===== src/rtl/cordic_pkg.sv =====
// Shared constants, angle tables and FSM state type for the CORDIC sin/cos unit.
package cordic_pkg;

   localparam int ONE_Q12     = 4096;
   localparam int PI_Q12      = 12868;
   localparam int HALF_PI_Q12 = 6434;

   // Inverse CORDIC gain for 14 micro-rotations, Q16
   localparam int K_Q16 = 39797;

   // round(atan(2^-i) * 65536)
   localparam int ATAN_Q16 [16] = '{
      51472, 30386, 16055, 8150, 4091, 2047, 1024, 512,
      256,   128,   64,    32,   16,   8,    4,    2
   };

   typedef enum logic [2:0] {
      IDLE,
      PREP,
      ROT,
      STORE,
      DONE
   } state_e;

   function automatic logic out_of_range(input logic signed [15:0] a);
      return (int'(a) > PI_Q12) || (int'(a) < -PI_Q12);
   endfunction

endpackage


===== src/rtl/cordic_rot_step.sv =====
// One combinational CORDIC micro-rotation in rotation mode (drives z towards 0).
module cordic_rot_step
   import cordic_pkg::*;
#(
   parameter int IW = 20
) (
   input  logic signed [IW-1:0] x_i,
   input  logic signed [IW-1:0] y_i,
   input  logic signed [IW-1:0] z_i,
   input  logic        [3:0]    i_i,
   output logic signed [IW-1:0] x_o,
   output logic signed [IW-1:0] y_o,
   output logic signed [IW-1:0] z_o
);

   logic signed [IW-1:0] x_sh;
   logic signed [IW-1:0] y_sh;
   logic signed [IW-1:0] atan_i;

   always_comb begin
      x_sh   = x_i >>> i_i;
      y_sh   = y_i >>> i_i;
      atan_i = IW'(ATAN_Q16[i_i]);
      if (z_i[IW-1]) begin
         x_o = x_i + y_sh;
         y_o = y_i - x_sh;
         z_o = z_i + atan_i;
      end else begin
         x_o = x_i - y_sh;
         y_o = y_i + x_sh;
         z_o = z_i - atan_i;
      end
   end

endmodule


===== src/rtl/cordic_sincos3.sv =====
// Three-angle sin/cos unit: one shared CORDIC stage walks ang1, ang2, ang3 in turn.
// Optional: define SINCOS_SAT_EN to clamp stored results to [-4096, 4096].
module cordic_sincos3
   import cordic_pkg::*;
#(
   parameter int ITER = 14,
   parameter int IW   = 20
) (
   input  logic               clk,
   input  logic               rst,
   input  logic               start,
   input  logic signed [15:0] ang1,
   input  logic signed [15:0] ang2,
   input  logic signed [15:0] ang3,
   output logic               busy,
   output logic               done,
   output logic signed [15:0] cos1,
   output logic signed [15:0] sin1,
   output logic signed [15:0] cos2,
   output logic signed [15:0] sin2,
   output logic signed [15:0] cos3,
   output logic signed [15:0] sin3,
   output logic               range_err
);

   state_e               state_q;
   logic [1:0]           idx_q;
   logic [3:0]           cnt_q;
   logic signed [15:0]   ang_q [3];
   logic                 err_q;
   logic signed [IW-1:0] x_q, y_q, z_q;
   logic                 neg_q;
   logic signed [15:0]   cos_q [3];
   logic signed [15:0]   sin_q [3];
   logic                 busy_q, done_q, range_err_q;

   logic signed [15:0]   ang_sel, ang_clamp, ang_fold;
   logic                 neg_d;
   logic signed [IW-1:0] x_d, y_d, z_d;
   logic signed [IW-1:0] x_s, y_s, z_s;
   logic signed [15:0]   cos_d, sin_d;

   function automatic logic signed [15:0] to_q12(input logic signed [IW-1:0] v);
      logic signed [IW-1:0] r;
      r = (v + IW'(8)) >>> 4;
`ifdef SINCOS_SAT_EN
      if (r > IW'(ONE_Q12))
         r = IW'(ONE_Q12);
      else if (r < -IW'(ONE_Q12))
         r = -IW'(ONE_Q12);
`endif
      return r[15:0];
   endfunction

   cordic_rot_step #(.IW(IW)) u_step (
      .x_i (x_q),
      .y_i (y_q),
      .z_i (z_q),
      .i_i (cnt_q),
      .x_o (x_s),
      .y_o (y_s),
      .z_o (z_s)
   );

   // Clamp to +-pi, then fold the outer quadrants onto +-pi/2 using
   // cos(a) = -cos(a -+ pi), sin(a) = -sin(a -+ pi).
   always_comb begin
      case (idx_q)
         2'd0:    ang_sel = ang_q[0];
         2'd1:    ang_sel = ang_q[1];
         default: ang_sel = ang_q[2];
      endcase

      ang_clamp = ang_sel;
      if (int'(ang_sel) > PI_Q12)
         ang_clamp = 16'(PI_Q12);
      else if (int'(ang_sel) < -PI_Q12)
         ang_clamp = 16'(-PI_Q12);

      ang_fold = ang_clamp;
      neg_d    = 1'b0;
      if (int'(ang_clamp) > HALF_PI_Q12) begin
         ang_fold = ang_clamp - 16'(PI_Q12);
         neg_d    = 1'b1;
      end else if (int'(ang_clamp) < -HALF_PI_Q12) begin
         ang_fold = ang_clamp + 16'(PI_Q12);
         neg_d    = 1'b1;
      end
   end

   always_comb begin
      if (state_q == PREP) begin
         x_d = IW'(K_Q16);
         y_d = '0;
         z_d = IW'(ang_fold) <<< 4;
      end else begin
         x_d = x_s;
         y_d = y_s;
         z_d = z_s;
      end
      cos_d = to_q12(neg_q ? -x_q : x_q);
      sin_d = to_q12(neg_q ? -y_q : y_q);
   end

   always_ff @(posedge clk) begin
      if (rst) begin
         state_q     <= IDLE;
         idx_q       <= '0;
         cnt_q       <= '0;
         err_q       <= 1'b0;
         x_q         <= '0;
         y_q         <= '0;
         z_q         <= '0;
         neg_q       <= 1'b0;
         busy_q      <= 1'b0;
         done_q      <= 1'b0;
         range_err_q <= 1'b0;
         for (int k = 0; k < 3; k++) begin
            ang_q[k] <= '0;
            cos_q[k] <= '0;
            sin_q[k] <= '0;
         end
      end else begin
         done_q <= 1'b0;
         case (state_q)
            IDLE: begin
               if (start) begin
                  ang_q[0]    <= ang1;
                  ang_q[1]    <= ang2;
                  ang_q[2]    <= ang3;
                  err_q       <= out_of_range(ang1) | out_of_range(ang2) | out_of_range(ang3);
                  range_err_q <= 1'b0;
                  busy_q      <= 1'b1;
                  idx_q       <= '0;
                  state_q     <= PREP;
               end
            end
            PREP: begin
               x_q     <= x_d;
               y_q     <= y_d;
               z_q     <= z_d;
               neg_q   <= neg_d;
               cnt_q   <= '0;
               state_q <= ROT;
            end
            ROT: begin
               x_q   <= x_d;
               y_q   <= y_d;
               z_q   <= z_d;
               cnt_q <= cnt_q + 4'd1;
               if (cnt_q == 4'(ITER - 1))
                  state_q <= STORE;
            end
            STORE: begin
               case (idx_q)
                  2'd0: begin
                     cos_q[0] <= cos_d;
                     sin_q[0] <= sin_d;
                  end
                  2'd1: begin
                     cos_q[1] <= cos_d;
                     sin_q[1] <= sin_d;
                  end
                  default: begin
                     cos_q[2] <= cos_d;
                     sin_q[2] <= sin_d;
                  end
               endcase
               if (idx_q == 2'd2) begin
                  busy_q      <= 1'b0;
                  done_q      <= 1'b1;
                  range_err_q <= err_q;
                  state_q     <= DONE;
               end else begin
                  idx_q   <= idx_q + 2'd1;
                  state_q <= PREP;
               end
            end
            DONE: state_q <= IDLE;
            default: state_q <= IDLE;
         endcase
      end
   end

   assign busy      = busy_q;
   assign done      = done_q;
   assign range_err = range_err_q;
   assign cos1      = cos_q[0];
   assign sin1      = sin_q[0];
   assign cos2      = cos_q[1];
   assign sin2      = sin_q[1];
   assign cos3      = cos_q[2];
   assign sin3      = sin_q[2];

endmodule

===== config.mk =====
export PLATFORM = sky130hd
export DESIGN_NAME = cordic_sincos3
export DESIGN_NICKNAME = d
export VERILOG_FILES = /design/src/rtl/cordic_pkg.sv /design/src/rtl/cordic_rot_step.sv /design/src/rtl/cordic_sincos3.sv
export SDC_FILE = /design/constraint.sdc
export NUM_CORES = 1
export LEC_CHECK = 0
export CORE_AREA = 2 2 185 187
export CTS_CLUSTER_SIZE = 25
export DETAILED_ROUTE_END_ITERATION = 10
export DIE_AREA = 0 0 187 189
export PLACE_DENSITY = 0.7
export SETUP_SLACK_MARGIN = 0.02
export SLEW_MARGIN = 20
export SYNTH_ARGS = -nofsm -noshare
export SYNTH_HDL_FRONTEND = slang
export SYNTH_SLANG_ARGS = --single-unit

===== constraint.sdc =====
create_clock -name clk -period 10.5 [get_ports clk]
set_input_delay 1.575 -clock clk [delete_from_list [all_inputs] [get_ports clk]]
set_output_delay 1.575 -clock clk [all_outputs]
set_load 0.02 [all_outputs]

== Yosys cells after proc, flatten, opt, wreduce, memory -nomap -nowiden ==
Memory sizes are Yosys's and may differ from the RTL's.
Index checks and enable logic that the tools add are counted.

* Register bits: 74
* RAM bits: 144
* Memory bits (read-only): 512
* Input bits: 51
* Output and inout bits: 99
* Word-level logic and storage cells: 138
* Memories kept: 4

{| class="wikitable"
|+ Memories
! memory !! words !! width !! read ports !! clocked after Yosys merged registers in !! wr ports !! line !! RTL
|-
| (name not given) || 16 || 32 || 1 || 0 || 0 || cordic_rot_step.sv:23 || <nowiki>atan_i = IW'(ATAN_Q16[i_i]);</nowiki>
|-
| ang_q || 3 || 16 || 3 || 0 || 3 || cordic_sincos3.sv:29 || <nowiki>logic signed [15:0] ang_q [3];</nowiki>
|-
| cos_q || 3 || 16 || 3 || 0 || 3 || cordic_sincos3.sv:33 || <nowiki>logic signed [15:0] cos_q [3];</nowiki>
|-
| sin_q || 3 || 16 || 3 || 0 || 3 || cordic_sincos3.sv:34 || <nowiki>logic signed [15:0] sin_q [3];</nowiki>
|}

* $add $sub $neg: 14
* $lt $le $gt $ge: 11
* Equality and inequality tests: 10
* Shift operators: 2
* Muxes and demuxes: 59
* Bitwise gates (word level): 13
* Reductions and logical operators: 14

{| class="wikitable"
|+ Operators with widths
! kind !! number
|-
| 16-bit 2-to-1 mux || 13
|-
| 20-bit 2-to-1 mux || 10
|-
| 16-bit by 15-bit > comparator with 1-bit output (second input constant) || 4
|-
| 16-bit by 15-bit < comparator with 1-bit output (second input constant) || 4
|-
| 20-bit adder || 3
|-
| 20-bit subtractor || 3
|-
| 20-bit by 5-bit adder with 20-bit output (second input constant) || 2
|-
| 20-bit negation || 2
|-
| 20-bit by 4-bit >>> shifter with 20-bit output || 2
|-
| 16-bit one-hot mux with 2 select lines || 1
|-
| 1-bit 2-to-1 mux || 25
|-
| 16-bit by 15-bit adder with 16-bit output (second input constant) || 1
|-
| 16-bit by 14-bit > comparator with 1-bit output (second input constant) || 1
|-
| 16-bit by 14-bit < comparator with 1-bit output (second input constant) || 1
|-
| 16-bit by 15-bit subtractor with 16-bit output (second input constant) || 1
|-
| 3-bit one-hot mux with 4 select lines || 1
|-
| 1-bit OR || 11
|-
| 3-bit 2-to-1 mux || 3
|-
| 2-bit inequality test (second input constant) || 4
|-
| 4-bit one-hot mux with 2 select lines || 1
|-
| 3-bit by 2-bit == test with 1-bit output (second input constant) || 2
|-
| 3-bit AND reduction || 2
|-
| 2-bit OR reduction || 3
|-
| 5-bit greater-or-equal comparator (second input constant) || 1
|-
| 16 further kinds || 22
|}

== Depth between registers and ports, before layout ==
* Word-level depth: 9
* Mapped depth: 25
* Depth with buffers taken out: 21

== Modules after synthesis ==
From an unflattened synthesis, not the netlist that was laid out.

* Cell total of the unflattened synthesis: 1844
* Area, all modules: 16958.8 um2

{| class="wikitable"
|+ By module, submodules not included
! module !! times used !! cells an instance !! area an instance (um2)
|-
| cordic_sincos3 || 1 || 1041 || 10885.4
|-
| cordic_rot_step || 1 || 803 || 6073.3
|}

== Least setup slack after synthesis ==
No wires, ideal clock.

* Path type: flip-flop to flip-flop
* Start: register cnt_q[0]
* End: register z_q[19]
* Arrival: 4824 ps
* Data required time: 10385 ps
* Slack: 5561 ps
* Cell stages (with the launch flop): 26
* Buffers on the path: 4
* Cell sequence: dfxtp_1 > buf_6 > buf_4 > inv_2 > buf_2 > ha_1 > nor2b_1 > o31ai_1 > nand2_1 > nor2_1 > nand3b_1 > nand4b_1 > or2_2 > nor2b_1 > clkbuf_1 > xnor2_1 > ha_1 > o21ai_0 > nand2b_1 > a21oi_1 > a41o_1 > o31ai_1 > o22a_1 > or4_1 > o21ai_0 > a2111oi_0

* Longest elaborated chain between the ends: 7
* Elaborated cells on any way between the ends: 8
* Classes of those cells: add/sub: 2; mux: 4; bitwise: 1; memory: 1

{| class="wikitable"
|+ RTL lines
! what !! line !! RTL
|-
| start, declared || cordic_sincos3.sv:28 || <nowiki>logic [3:0] cnt_q;</nowiki>
|-
| start signal, assigned || cordic_sincos3.sv:150 || <nowiki>cnt_q <= cnt_q + 4'd1;</nowiki>
|-
| 4-bit inverter with 5-bit output (not written as such) * || cordic_rot_step.sv:23 ||
|-
| memory read 16 x 32 bit * || n/a ||
|-
| 20-bit 2-to-1 mux (not written as such) * (2 in series) || cordic_rot_step.sv:23 ||
|-
| 20-bit subtractor or 20-bit adder (tied branches) || cordic_rot_step.sv:31, cordic_rot_step.sv:27 ||
|-
| 20-bit 2-to-1 mux * || cordic_rot_step.sv:24 || <nowiki>if (z_i[IW-1]) begin</nowiki>
|-
| 20-bit 2-to-1 mux * || cordic_sincos3.sv:92 || <nowiki>if (state_q == PREP) begin</nowiki>
|-
| end signal, assigned || cordic_sincos3.sv:141 || <nowiki>z_q <= z_d;</nowiki>
|-
| end signal, assigned || cordic_sincos3.sv:149 || <nowiki>z_q <= z_d;</nowiki>
|-
| end, declared || cordic_sincos3.sv:31 || <nowiki>logic signed [IW-1:0] x_q, y_q, z_q;</nowiki>
|}

Every way passes the cells marked *; elsewhere a longest branch is shown, timed or not. The select of a mux whose other input is x is not followed.
A chain may end at the register's enable or synchronous reset.

== Worst setup path after layout ==
* Start: register cnt_q[1]
* End: register x_q[19]

* Longest elaborated chain between the ends: 4
* Elaborated cells on any way between the ends: 5
* Classes of those cells: add/sub: 2; shift: 1; mux: 2

{| class="wikitable"
|+ RTL lines
! what !! line !! RTL
|-
| 20-bit by 4-bit >>> shifter with 20-bit output * || cordic_rot_step.sv:22 || <nowiki>y_sh = y_i >>> i_i;</nowiki>
|-
| 20-bit subtractor or 20-bit adder (tied branches) || cordic_rot_step.sv:29, cordic_rot_step.sv:25 ||
|-
| 20-bit 2-to-1 mux * || cordic_rot_step.sv:24 ||
|-
| 20-bit 2-to-1 mux * || cordic_sincos3.sv:92 ||
|-
| end signal, assigned || cordic_sincos3.sv:111 || <nowiki>x_q <= '0;</nowiki>
|-
| end signal, assigned || cordic_sincos3.sv:139 || <nowiki>x_q <= x_d;</nowiki>
|-
| end signal, assigned || cordic_sincos3.sv:147 || <nowiki>x_q <= x_d;</nowiki>
|-
| end, declared || cordic_sincos3.sv:31 ||
|}

Every way passes the cells marked *; elsewhere a longest branch is shown, timed or not.

==> impl_metrics.ini <==
[worst_setup_path]
worstSetupStartpointType = register
arrival_ns = 6.38
critPathCaptureType = register
r2r-end = x_q[19]$_SDFFE_PP0N_
r2r_slack_ns = 4.50
worstSetupPathType = reg2reg
crit_end = x_q[19]$_SDFFE_PP0N_
rr_worst_depth = 19
critical_path_peak_fanout = 57
cp.required_ns = 10.88
cp-startpoint = cnt_q[1]$_SDFFE_PP0N_
rr_startpoint = cnt_q[1]$_SDFFE_PP0N_

[clock_network]
cts_tree = built
numCtsBuffers = 26
cts_setup_buffers = 0
clk_pin_slew_ns = 0.06
ctsResizeCount = 0
clk_latency_ns = 0.54
cts.path.max_buffers = 3
ctsRootBufferMaster = clkbuf_16
h-tree-depth = 1
cts.hold.buffers_added = 0
clock-sinks = 218

[detailed_routing]
antenna_left = 0
num_vias = 14397
drt-total-wl_um = 44900
firstDrtPassIters = 5
drtIter0Drc = 1204
post_drt_wl_per_cell_um = 19.1
drc_errors = 0
viasPerCell = 6.13

[sta]
finalSetupViolCount = 0
fin_crit_sh = 0.572
rsz0062_at_grt = no
hold_ws_ns = 0.463
tightest_slew_ns = 1.02
max-slew-margin-rel = 0.319
hold_viol = 0
setup_slack_ns = 4.50
fmax_mhz = 167
setup_tns_ns = 0
timing.final.max_slew_violations = 0
fin_skew_ns = 0.0107
post-route-min-period_ns = 6.00

[grt]
grt_first_pass_wirelength_um = 71400
grt_pass1_vias = 13632
gr-total-overflow = 0
antenna_found_initial = 0
grt_max_degree = 80
track_usage = 0.247

[pwr]
p_leak_nw = 7.28
cellPowerDensity_nw_per_um2 = 188
peakVddDrop_mv = 0.110

[floorplanning]
die_w_um = 187
io_pins = 150
core_area_um2 = 33300
die_h_um = 189
die_area_um2 = 35300
initial_core_util = 0.496
num_rows = 67

[logic_synthesis]
async_reset_ff_frac = 0
syn_area_per_cell_um2 = 9.12
yosys.area.top_type = edfxtp_1
ys_top_cells_by_area = edfxtp_1 26%, dfxtp_1 9.0%, ha_1 5.7%
syn_area_um2 = 16500
synth_edf_count = 144
yosysTopAreaCellShare = 0.262
yosys_warnings = 0
ys_seq_area_frac = 0.352
synth_cell_types = 90
ys_ff_latch = 218
ys.flop_type = edfxtp_1
netlist_instances = 1808
syn-num-nets = 1937

[final_layout]
fillers = 2941
fin_nets = 2012
final_common_cell = nor2_1
syn_to_final_growth_pct = 15.5
layout_common_cells = 189 x nor2_1, 157 x nand2_1, 148 x clkdlybuf4s50_1, 144 x edfxtp_1, 134 x a21oi_1
design_area_um2 = 19100
diodes = 0
layout-drive-gt1-share = 0.0736

[min_path]
hold_class = reg2reg

[placed_design]
dp_slack_ns = 4.59
dp_hpwl_um = 32100
placed_area_um2 = 18100
place_congestion = 0.947
port_buffers = 149

[status]
run_status = complete, no violations

[job]
maxCapViolCount = 0
==> layout make-up <==
class / count / area (µm²) / area share
clock buffers: 33 / 698 / 0.0366
clock inverters: 14 / 214 / 0.0112
inverters: 50 / 188 / 0.00985
multi-input cells: 1421 / 9970 / 0.523
flip-flops and latches: 218 / 5810 / 0.305
well taps: 448 / 561 / 0.0294
repair buffers: 166 / 1610 / 0.0847
==> Yosys cell counts (25+ instances only) <==
cell / number
inv_1: 48
ha_1: 75
xor2_1: 48
nor3_1: 42
a21o_1: 27
a21oi_1: 134
nand3_1: 25
mux4_2: 28
mux2i_1: 40
nand2_1: 157
and2_1: 64
clkbuf_1: 85
o21ai_0: 84
a31oi_1: 39
nor2_1: 191
xnor2_1: 92
edfxtp_1: 144
dfxtp_1: 74
a22oi_1: 27
==> metal layers <==
metal / track usage / wire length [µm] / up-vias
li1: - / - / 6862
met1: 0.307 / 18500 / 6852
met2: 0.441 / 22000 / 576
met3: 0.0304 / 2740 / 107
met4: 0.0873 / 1640 / 0
met5: 0 / 0 / -
==> where the power goes <==
group | total, mW | internal, mW | switching, mW | leakage (nW)
logic | 1.54 | 0.677 | 0.859 | 4.74
clock network | 0.955 | 0.594 | 0.361 | 0.425
registers | 1.10 | 0.988 | 0.112 | 2.12
==> through the flow <==
step,power (mW),util,cells
6_report,3.59,0.572,2350
5_1_grt,3.80,0.572,2350
4_1_cts,3.59,0.572,2350
3_5_place_dp,2.62,0.545,2303
3_3_place_gp,2.59,0.545,2303
2_1_floorplan,2.28,-,1808
==> state kept, by name, indices dropped and copies added, names as in the netlist <==
name	cells
busy	1
idx_q	2
err_q	1
sin_q	48
y_q	20
cos_q	48
x_q	20
z_q	20
neg_q	1
state_q	3
cnt_q	4
ang_q	48
range_err	1
done	1
==> logic make-up after synthesis <==
kind of cell / after synthesis / share of synthesized area
AOI/OAI and AO/OA: 491 / 0.197
xor gates and xnor gates: 141 / 0.0757
adders and majority gates: 78 / 0.0605
buffers and inverters: 169 / 0.0447
DFF: 218 / 0.352
muxes: 90 / 0.0857
and+or+nand+nor: 621 / 0.184
==> critical path, cell delays in order, from the launching register on <==
cell and delay (ns):
dfxtp_2 0.45, buf_4 0.65, mux4_1 0.66, mux2_2 0.30, a222oi_1 0.57, and3b_1 0.26
and2b_1 0.14, and2_1 0.30, nor2_1 0.09, xnor2_1 0.17, ha_1 0.26, or3_1 0.40
o211ai_1 0.28, a21oi_1 0.15, a21oi_1 0.16, o21ai_0 0.13, o41ai_1 0.32, xnor3_1 0.29
mux2i_1 0.16, a21oi_1 0.08
==> worst min path at each step <==
stage | start | endpoint | slack [ns] | cells after the start
2_1_floorplan | err_q$_SDFFE_PP0P_ | range_err$_SDFFE_PP0P_ | 0.45 | 2
3_5_place_dp | busy$_SDFFE_PP0P_ | busy$_SDFFE_PP0P_ | 0.45 | 2
4_1_cts | busy$_SDFFE_PP0P_ | busy$_SDFFE_PP0P_ | 0.46 | 2
5_1_grt | busy$_SDFFE_PP0P_ | busy$_SDFFE_PP0P_ | 0.51 | 2
3_3_place_gp | busy$_SDFFE_PP0P_ | busy$_SDFFE_PP0P_ | 0.45 | 2
6_report | busy$_SDFFE_PP0P_ | busy$_SDFFE_PP0P_ | 0.46 | 2
Power figures use the tool's default switching activity.
